<file path="config.mk">
export PLATFORM = sky130hd
export DESIGN_NAME = seq_shift_add_mul_8bit
export DESIGN_NICKNAME = d
export VERILOG_FILES = /design/src/rtl/seq_shift_add_mul_8bit.sv
export SDC_FILE = /design/constraint.sdc
export NUM_CORES = 1
export LEC_CHECK = 0
export BUFFER_PORTS_ARGS = -buffer_cell sky130_fd_sc_hd__buf_4
export CAP_MARGIN = 20
export CELL_PAD_IN_SITES_DETAIL_PLACEMENT = 1
export CELL_PAD_IN_SITES_GLOBAL_PLACEMENT = 1
export CORE_UTILIZATION = 35
export DETAILED_ROUTE_END_ITERATION = 8
export HOLD_SLACK_MARGIN = 0.06
export PLACE_DENSITY = 0.64
export SYNTH_ARGS = -nofsm -noshare
export SYNTH_HDL_FRONTEND = slang
export SYNTH_SLANG_ARGS = --single-unit
</file>
<file path="constraint.sdc">
create_clock -name clk -period 2.4 [get_ports clk]
set_input_delay 0.72 -clock clk [delete_from_list [all_inputs] [get_ports clk]]
set_output_delay 0.72 -clock clk [all_outputs]
set_load 0.02 [all_outputs]
</file>
<file path="src/rtl/seq_shift_add_mul_8bit.sv">
// Sequential 8x8 unsigned shift-and-add multiplier.
// One carry-lookahead add per iteration: ACC + M feeds a 9-bit sum whose
// carry shifts down into the accumulator, so no carry is ever lost.
// Eight iterations per product; valid/ready handshake on both sides.
module seq_shift_add_mul_8bit #(
  parameter int WIDTH = 8,
  parameter int CNT_W = 4
) (
  input  logic               clk,
  input  logic               rst,
  input  logic               in_valid,
  output logic               in_ready,
  input  logic [WIDTH-1:0]   a,
  input  logic [WIDTH-1:0]   b,
  output logic               out_valid,
  input  logic               out_ready,
  output logic [2*WIDTH-1:0] product,
  output logic               busy
);

  generate
    if (WIDTH != 8) begin : g_width_chk
      $error("seq_shift_add_mul_8bit: WIDTH must be 8");
    end
    if ((1 << CNT_W) <= WIDTH) begin : g_cnt_chk
      $error("seq_shift_add_mul_8bit: CNT_W too narrow for WIDTH");
    end
  endgenerate

  typedef enum logic [1:0] {
    ST_IDLE = 2'd0,
    ST_RUN  = 2'd1,
    ST_DONE = 2'd2
  } state_t;

  localparam logic [CNT_W-1:0] LAST_CNT = CNT_W'(WIDTH - 1);
  localparam logic [CNT_W-1:0] CNT_ONE  = CNT_W'(1);

  // Carry-lookahead adder: every carry is formed directly from the
  // generate/propagate terms rather than rippling through lower carries.
  function automatic logic [WIDTH:0] cla_add(input logic [WIDTH-1:0] x,
                                             input logic [WIDTH-1:0] y);
    logic [WIDTH-1:0] g;
    logic [WIDTH-1:0] p;
    logic [WIDTH:0]   c;
    logic             term;
    g    = x & y;
    p    = x ^ y;
    c    = '0;
    term = 1'b0;
    for (int i = 0; i < WIDTH; i++) begin
      c[i+1] = 1'b0;
      for (int j = 0; j <= i; j++) begin
        term = g[j];
        for (int k = j + 1; k <= i; k++) begin
          term = term & p[k];
        end
        c[i+1] = c[i+1] | term;
      end
    end
    return {c[WIDTH], p ^ c[WIDTH-1:0]};
  endfunction

  state_t             state_r;
  state_t             next_state_s;
  logic [WIDTH-1:0]   m_r;
  logic [WIDTH-1:0]   acc_r;
  logic [WIDTH-1:0]   q_r;
  logic [CNT_W-1:0]   cnt_r;
  logic [2*WIDTH-1:0] product_r;

  logic [WIDTH:0]     sum_s;
  logic [WIDTH:0]     ct_s;
  logic [WIDTH-1:0]   acc_nxt_s;
  logic [WIDTH-1:0]   q_nxt_s;
  logic               accept_s;
  logic               step_s;
  logic               last_s;

  // One iteration: add M when the multiplier LSB is set, then shift {C,T,Q} right.
  always_comb begin
    sum_s     = cla_add(acc_r, m_r);
    ct_s      = q_r[0] ? sum_s : {1'b0, acc_r};
    acc_nxt_s = ct_s[WIDTH:1];
    q_nxt_s   = {ct_s[0], q_r[WIDTH-1:1]};
  end

  // Next-state and datapath strobes derived from the current state.
  always_comb begin
    next_state_s = state_r;
    accept_s     = 1'b0;
    step_s       = 1'b0;
    last_s       = 1'b0;
    case (state_r)
      ST_IDLE: begin
        if (in_valid) begin
          next_state_s = ST_RUN;
          accept_s     = 1'b1;
        end else begin
          next_state_s = ST_IDLE;
        end
      end
      ST_RUN: begin
        step_s = 1'b1;
        if (cnt_r == LAST_CNT) begin
          next_state_s = ST_DONE;
          last_s       = 1'b1;
        end else begin
          next_state_s = ST_RUN;
        end
      end
      ST_DONE: begin
        if (out_ready) begin
          next_state_s = ST_IDLE;
        end else begin
          next_state_s = ST_DONE;
        end
      end
      default: begin
        next_state_s = ST_IDLE;
      end
    endcase
  end

  // State register; reset aborts any operation in flight.
  always_ff @(posedge clk) begin
    if (rst) begin
      state_r <= ST_IDLE;
    end else begin
      state_r <= next_state_s;
    end
  end

  // Operand capture, iteration step and product latch.
  always_ff @(posedge clk) begin
    if (rst) begin
      m_r       <= '0;
      acc_r     <= '0;
      q_r       <= '0;
      cnt_r     <= '0;
      product_r <= '0;
    end else if (accept_s) begin
      m_r   <= a;
      q_r   <= b;
      acc_r <= '0;
      cnt_r <= '0;
    end else if (step_s) begin
      acc_r <= acc_nxt_s;
      q_r   <= q_nxt_s;
      cnt_r <= cnt_r + CNT_ONE;
      if (last_s) begin
        product_r <= {acc_nxt_s, q_nxt_s};
      end
    end
  end

  // Handshake flags come from the state register only.
  assign in_ready  = (state_r == ST_IDLE);
  assign out_valid = (state_r == ST_DONE);
  assign busy      = (state_r == ST_RUN) || (state_r == ST_DONE);
  assign product   = product_r;

endmodule

</file>
* Word level (Yosys, flattened, before mapping)
Cells that the tools add are included.
** Operators by class
- Add/subtract/negate cells :: 1
- Equal/unequal tests :: 3
- Mux-type cells :: 12
- Bitwise logic cells :: 60
- Reduce and logical (&&, ||, !) cells :: 5
** Operators with widths (count)
- 1-bit bitwise AND :: 28
- 1-bit bitwise OR :: 28
- 8-bit 2-to-1 mux :: 2
- 8-bit XOR :: 2
- 9-bit 2-to-1 mux :: 1
- 8-bit bitwise AND :: 1
- 1-bit 2-to-1 mux :: 6
- 2-bit one-hot mux with 3 select lines :: 1
- 4-bit by 1-bit adder with 4-bit output, second input constant :: 1
- 4-bit by 3-bit == test with 1-bit output, second input constant :: 1
- 2-bit 2-to-1 mux :: 2
- 3-bit AND reduction :: 1
- 2-bit by 1-bit == test with 1-bit output, second input constant :: 1
- 2-bit == test, second input constant :: 1
- 2-bit logical NOT :: 1
- 2-bit nonzero test :: 1
- 2-bit OR reduction :: 1
- 1-bit logical OR :: 1
- 1-bit NOT :: 1
** Storage, ports and cells
- Register bits :: 46
- Input port bits :: 20

* Longest topological paths before layout
Gate-level depths: netlist of run 1.
- Depth after elaboration :: 18
- Gate-level depth with buffers :: 7
- Depth with buffers taken out :: 6

* Worst setup path after synthesis of run 1
Ideal clock, no wire load.
- Kind :: register -> register
- Start :: register m_r[1]
- End :: register product_r[10] (netlist: product[10])
- Setup time :: 0.137 ns
- Arrival :: 1.596 ns
- Data required time :: 2.263 ns
- Setup slack :: 0.667 ns
- Stages on the path, launching flop included :: 7
- Path buffers :: 0
- Clock period less this slack :: 1.733 ns
- Path through :: dfxtp_1 ha_1 ha_1 o21a_1 or3_1 a31oi_1 a211oi_1
** On the way
- Longest elaborated chain between the ends :: 7
** RTL lines
- from (decl) :: line 66 : logic [WIDTH-1:0] m_r;
- from (signal assigned) :: line 137 : m_r <= '0;
- from (signal assigned) :: line 143 : m_r <= a;
- 8-bit XOR :: line 48 : p = x ^ y;
- 1-bit bitwise AND (2 in series) :: line 56 : term = term & p[k];
- 1-bit bitwise OR (*) (2 in series) :: line 58 : c[i+1] = c[i+1] | term;
- 8-bit XOR (*) :: line 61 : return {c[WIDTH], p ^ c[WIDTH-1:0]};
- 9-bit 2-to-1 mux (*) :: line 83 : ct_s = q_r[0] ? sum_s : {1'b0, acc_r};
- to (signal assigned) :: line 152 : product_r <= {acc_nxt_s, q_nxt_s};
- to (decl) :: line 70 : logic [2*WIDTH-1:0] product_r;
Every way passes the cells marked *; elsewhere a longest branch is shown, timed or not.
A chain may end at the register's enable or synchronous reset.

* Worst setup path after layout of run 1
- Start :: register state_r[0]
- End :: output port busy
** On the way
- Longest elaborated chain between the ends :: 2
** RTL lines
- from (decl) :: line 64 : state_t state_r;
- from (signal assigned) :: line 130 : state_r <= next_state_s;
- 2-bit by 1-bit == test with 1-bit output or 2-bit == test (tied branches) :: line 160 : assign busy = (state_r == ST_RUN) || (state_r == ST_DONE);
- 1-bit logical OR (*) :: line 160
- to (decl) :: line 18 : output logic busy
Marked as above.

==> results of run 1 <==
==> worst reg2reg max path, cell delays in order (launching register included) <==
cell	delay, ps
dfxtp_1	400
ha_1	260
ha_1	200
o21a_1	240
or3_1	320
a31oi_1	270
a211oi_1	120
==> logic make-up (layout without fill, tap and decap cells) <==
family	Yosys count	after routing
simple gates	91	91
compound gates	63	63
flops	46	46
buf+inv	20	54
fa+ha+maj	16	16
mux	14	14
xor+xnor	4	4
==> metrics by stage <==
step,worst slack [ps],hold slack (ps),cells
2_1_floorplan,667,441,254
3_3_place_gp,486,443,355
3_5_place_dp,473,449,355
4_1_cts,424,461,363
5_1_grt,347,477,363
6_report,441,458,363
==> synthesized netlist by cell type (all sizes together) <==
cell | n | area, sq um
mux2i | 14 | 140
dfxtp | 46 | 921
a21o | 2 | 15.0
xnor2 | 2 | 17.5
and3b | 1 | 8.76
and3 | 1 | 6.26
and4b | 1 | 10.0
o21ai | 6 | 30.0
buf | 5 | 23.8
o22ai | 2 | 18.8
nor3 | 2 | 10.0
nand2b | 2 | 12.5
nand4 | 2 | 12.5
and2 | 2 | 12.5
nand2 | 38 | 143
o31ai | 1 | 7.51
inv | 4 | 15.0
xor2 | 2 | 17.5
o21a | 2 | 15.0
a211oi | 14 | 105
o41ai | 1 | 16.3
o211ai | 2 | 15.0
clkbuf | 11 | 41.3
a21oi | 24 | 120
a311oi | 2 | 23.8
nand3b | 7 | 52.6
a31oi | 3 | 18.8
or3 | 4 | 30.0
o221ai | 2 | 23.8
nand3 | 1 | 5.00
ha | 15 | 188
a21bo | 1 | 10.0
o32ai | 1 | 8.76
nor2b | 4 | 25.0
fa | 1 | 20.0
nor2 | 26 | 97.6
==> final cells by class <==
cell class                      count  area, sq um  area share
Multi-Input combinational cell    188         1240       0.461
Sequential cell                    46          921       0.343
Timing Repair Buffer               42          328       0.122
Tap cell                           75         93.8      0.0350
Clock buffer                        5         68.8      0.0256
Clock inverter                      3         21.3     0.00793
Inverter                            4         15.0     0.00559
==> flip-flops by register name, indices dropped and copies added, names as in the netlist <==
register	flops
state_r	2
cnt_r	4
acc_r	8
m_r	8
product	16
q_r	8
==> layer usage <==
metal  GRT usage  up-vias
met1       0.228      896
met5           0        -
li1            -      958
met3      0.0433        6
met2       0.277       24
met4      0.0421        0
==> path summary, 6_finish.rpt <==
path | start | end | slack, ps | cells past startpoint
max | state_r[0] | busy | 440 | 3
min | product[5] | product[5] | 460 | 2
max reg2reg | acc_r[1] | product[10] | 470 | 6
min reg2reg | product[5] | product[5] | 460 | 2
==> power breakdown <==
part | internal [mW] | switching [mW] | leakage [nW]
Sequential | 0.792 | 0.0296 | 0.375
Clock | 0.205 | 0.281 | 0.0441
Combinational | 0.0888 | 0.112 | 0.691
==> metrics, run 1 <==
Avg Cell Area, Syn=8.81 sq um; RePlAce Congestion=0.742; cells after synthesis=254; CP Cell Sequence=inv_1, ha_1, buf_4; setup TNS=0 ps; VDD IR max=369 uV; die area=6720 sq um; Post-Route M1 WL=2.69 mm; Max Root-Sink Buffers=2; Tcrit/Tclk final=0.816; 1st-pass router iterations=4; Top delay family on crit path=flip-flops; Inserted Diodes=0; detailed placer's ending HPWL=3.81 mm; RSZ-0062 raised after global routing=false; routed via count=1884; post-synthesis sequential area ratio=0.412; post-cts resize count=0; DR top layer=met4; Fin. Hold Viols=0; initial antenna violation count=0; vias in the first global route=1801; commonest non-fill, non-tap cells in the layout=46 x dfxtp_1, 41 x buf_4, 38 x nand2_1, 26 x nor2_1, 24 x a21oi_1; Maximum Capacitance Violations=0; DR WL/cell=14.6 um; status=finished, final reports clean; adder and majority cell fraction of the synthesized area=0.0928; cts hold-fix bufs=0; die width=82.0 um; final core occ=0.445; CP peak stage delay=390 ps; Warnings, synthesis=0; buffers and inverters on the worst path=2; # clock sinks=46; post-route cell area=2680 sq um; Routed Antenna Nets=0; total core area=6030 sq um; critical path data required time=1680 ps; DRC errors left=0; Clock Skew=6.58 ps; Num CTS Buffers=5; Slowest-stage cell, CP=dfxtp_1; std cell rows=28; gr usage total=0.172; Area Overhead vs Synth=20.0%; final WL=5.30 mm; mux cell area share after synthesis=0.0626; CTS clock-pin slew for the worst setup and hold paths=90 ps; # H-tree levels=2; CP arrival=1240 ps; Compound-Gate Fraction of Synth Area=0.191; DIE HEIGHT=82.0 um; first-pass GRT wire length=8.69 mm; post-route minimum period=1960 ps; Initial Util=0.371; post-synthesis simple-gate area fraction=0.190; Slew headroom=0.604; Via density=5.19; WL met2=2.38 mm; CTS tree=done; Seq cells post-synth=46; crit end category=output port; 1st-iter DRT viols=78; Port Buffer Count=38; Net Count, Synth=290; CTS root buf=clkbuf_8; Fillers=734; share of cells above drive strength 1=0.194; largest net degree at the start of global routing=40; met3 routed WL=165 um; Crit Path Class=flop to output port; Slew Viols, Final=0; Setup Viol. Count Final=0; total power draw=1.51 mW; Synth cell types=42; Syn Std Cell Area=2240 sq um; HP Class=flop to flop; Nets=323; commonest non-fill, non-tap cell in the layout=dfxtp_1; postcts setup bufs=0; post-synthesis xor/xnor area fraction=0.0157; Leakage=1.11 nW; Max Fclk=510 MHz; GRT overflow=0; CP startpoint kind=flop; Crit Path Max Fanout=4; clock insertion delay at the later pin of the skew report=310 ps; Slew @ Worst Pin=594 ps; largest family of logic cells by synthesized area=compound AO/OA/AOI/OAI gates; # IOs=39; Pwr Density=562 nW/um^2; Placed Area=2590 sq um
Note: power is estimated with default switching activity, not from simulation.
==> inputs of run 2 (changes only) <==
==> constraint.sdc (replaced) <==
create_clock -name clk -period 1.9 [get_ports clk]
set_input_delay 0.57 -clock clk [delete_from_list [all_inputs] [get_ports clk]]
set_output_delay 0.57 -clock clk [all_outputs]
set_load 0.02 [all_outputs]
==> metrics, run 2 (synthesis results as in run 1) <==
setup TNS=0 ps; VDD IR max=364 uV; routed via count=1935; RSZ-0062 raised after global routing=false; Crit Path Max Fanout=4; # IOs=39; gr usage total=0.183; Crit Path Class=flop to output port; detailed placer's ending HPWL=4.07 mm; first-pass GRT wire length=9.07 mm; Pwr Density=791 nW/um^2; critical path data required time=1330 ps; CTS clock-pin slew for the worst setup and hold paths=90 ps; CP startpoint kind=flop; Fin. Hold Viols=0; post-route minimum period=1810 ps; Max Fclk=553 MHz; cts hold-fix bufs=0; DRC errors left=0; # H-tree levels=2; Inserted Diodes=0; Setup Viol. Count Final=0; 1st-iter DRT viols=68; HP Class=flop to flop; DR WL/cell=15.0 um; Max Root-Sink Buffers=2; Initial Util=0.371; # clock sinks=46; GRT overflow=0; die area=6720 sq um; crit end category=output port; largest net degree at the start of global routing=31; Slew headroom=0.695; Via density=5.19; Area Overhead vs Synth=25.4%; initial antenna violation count=0; clock insertion delay at the later pin of the skew report=300 ps; DIE HEIGHT=82.0 um; 1st-pass router iterations=4; CTS root buf=clkbuf_8; Placed Area=2650 sq um; Port Buffer Count=38; DP Cell Count=364; Slew Viols, Final=0; total core area=6030 sq um; Routed Antenna Nets=0; Clock Skew=4.45 ps; die width=82.0 um; Nets=333; Leakage=1.18 nW; Finished Layout Cells=373; CTS tree=done; final WL=5.61 mm; RePlAce Congestion=0.726; status=finished, final reports clean; Maximum Capacitance Violations=0; post-route cell area=2810 sq um; commonest non-fill, non-tap cells in the layout=52 x buf_4, 46 x dfxtp_1, 38 x nand2_1, 26 x nor2_1, 24 x a21oi_1; Tcrit/Tclk final=0.951; vias in the first global route=1865; Num CTS Buffers=5; Largest register FFs=16; CP arrival=1240 ps; share of cells above drive strength 1=0.225; std cell rows=28; commonest non-fill, non-tap cell in the layout=buf_4; Slew @ Worst Pin=457 ps
[run 2: layer usage]
layer  vias up  share of wire  GRT usage
li1        981              -          -
met5         -              0          0
met1       919           0.49      0.233
met3         6          0.036     0.0511
met2        29           0.47      0.302
met4         0         0.0098     0.0474
[run 2: timing repair]
action	CTS	global route
endpoints found under the setup margin	0	7
gates resized for setup	0	1
buffers inserted	0	1
endpoints found under the hold margin	0	0
[run 2: through the flow]
stage	hold slack (ps)	power [mW]	util	setup slack, ps
final	463	2.22	0.466	92.4
after global routing	478	2.32	0.466	4.30
after CTS	467	2.26	0.463	65.6
after detailed placement	454	1.34	0.440	85.7
after global placement	445	1.33	0.440	116
after floorplan	441	1.23	-	167
[run 2: path summary, 6_finish.rpt]
| path | from | to | slack, ps | depth (start not counted) |
|---|---|---|---|---|
| hold reg to reg | product[1] | product[1] | 460 | 2 |
| hold / removal | product[1] | product[1] | 460 | 2 |
| setup / recovery | state_r[0] | busy | 90 | 3 |
| setup reg to reg | m_r[1] | product[13] | 120 | 6 |
[run 2: power breakdown]
part           internal [mW]  total (mW)  switching [mW]
clock                  0.561       0.908           0.347
combinational          0.125       0.275           0.150
sequential              1.00        1.03          0.0340
total                   1.69        2.22           0.531
[run 2: worst max-delay path, cell delays in order, from the launching register on]
cell     delay (ps)
dfxtp_1         400
inv_1            80
ha_1            290
buf_4           160
[run 2: area by class of cell]
cell class                      instances  area, sq um
Clock buffer                            6         82.6
Clock inverter                          2         60.1
Fill cell                             716         3220
Inverter                                4         15.0
Multi-Input combinational cell        188         1240
Sequential cell                        46          921
Tap cell                               75         93.8
Timing Repair Buffer                   52          390
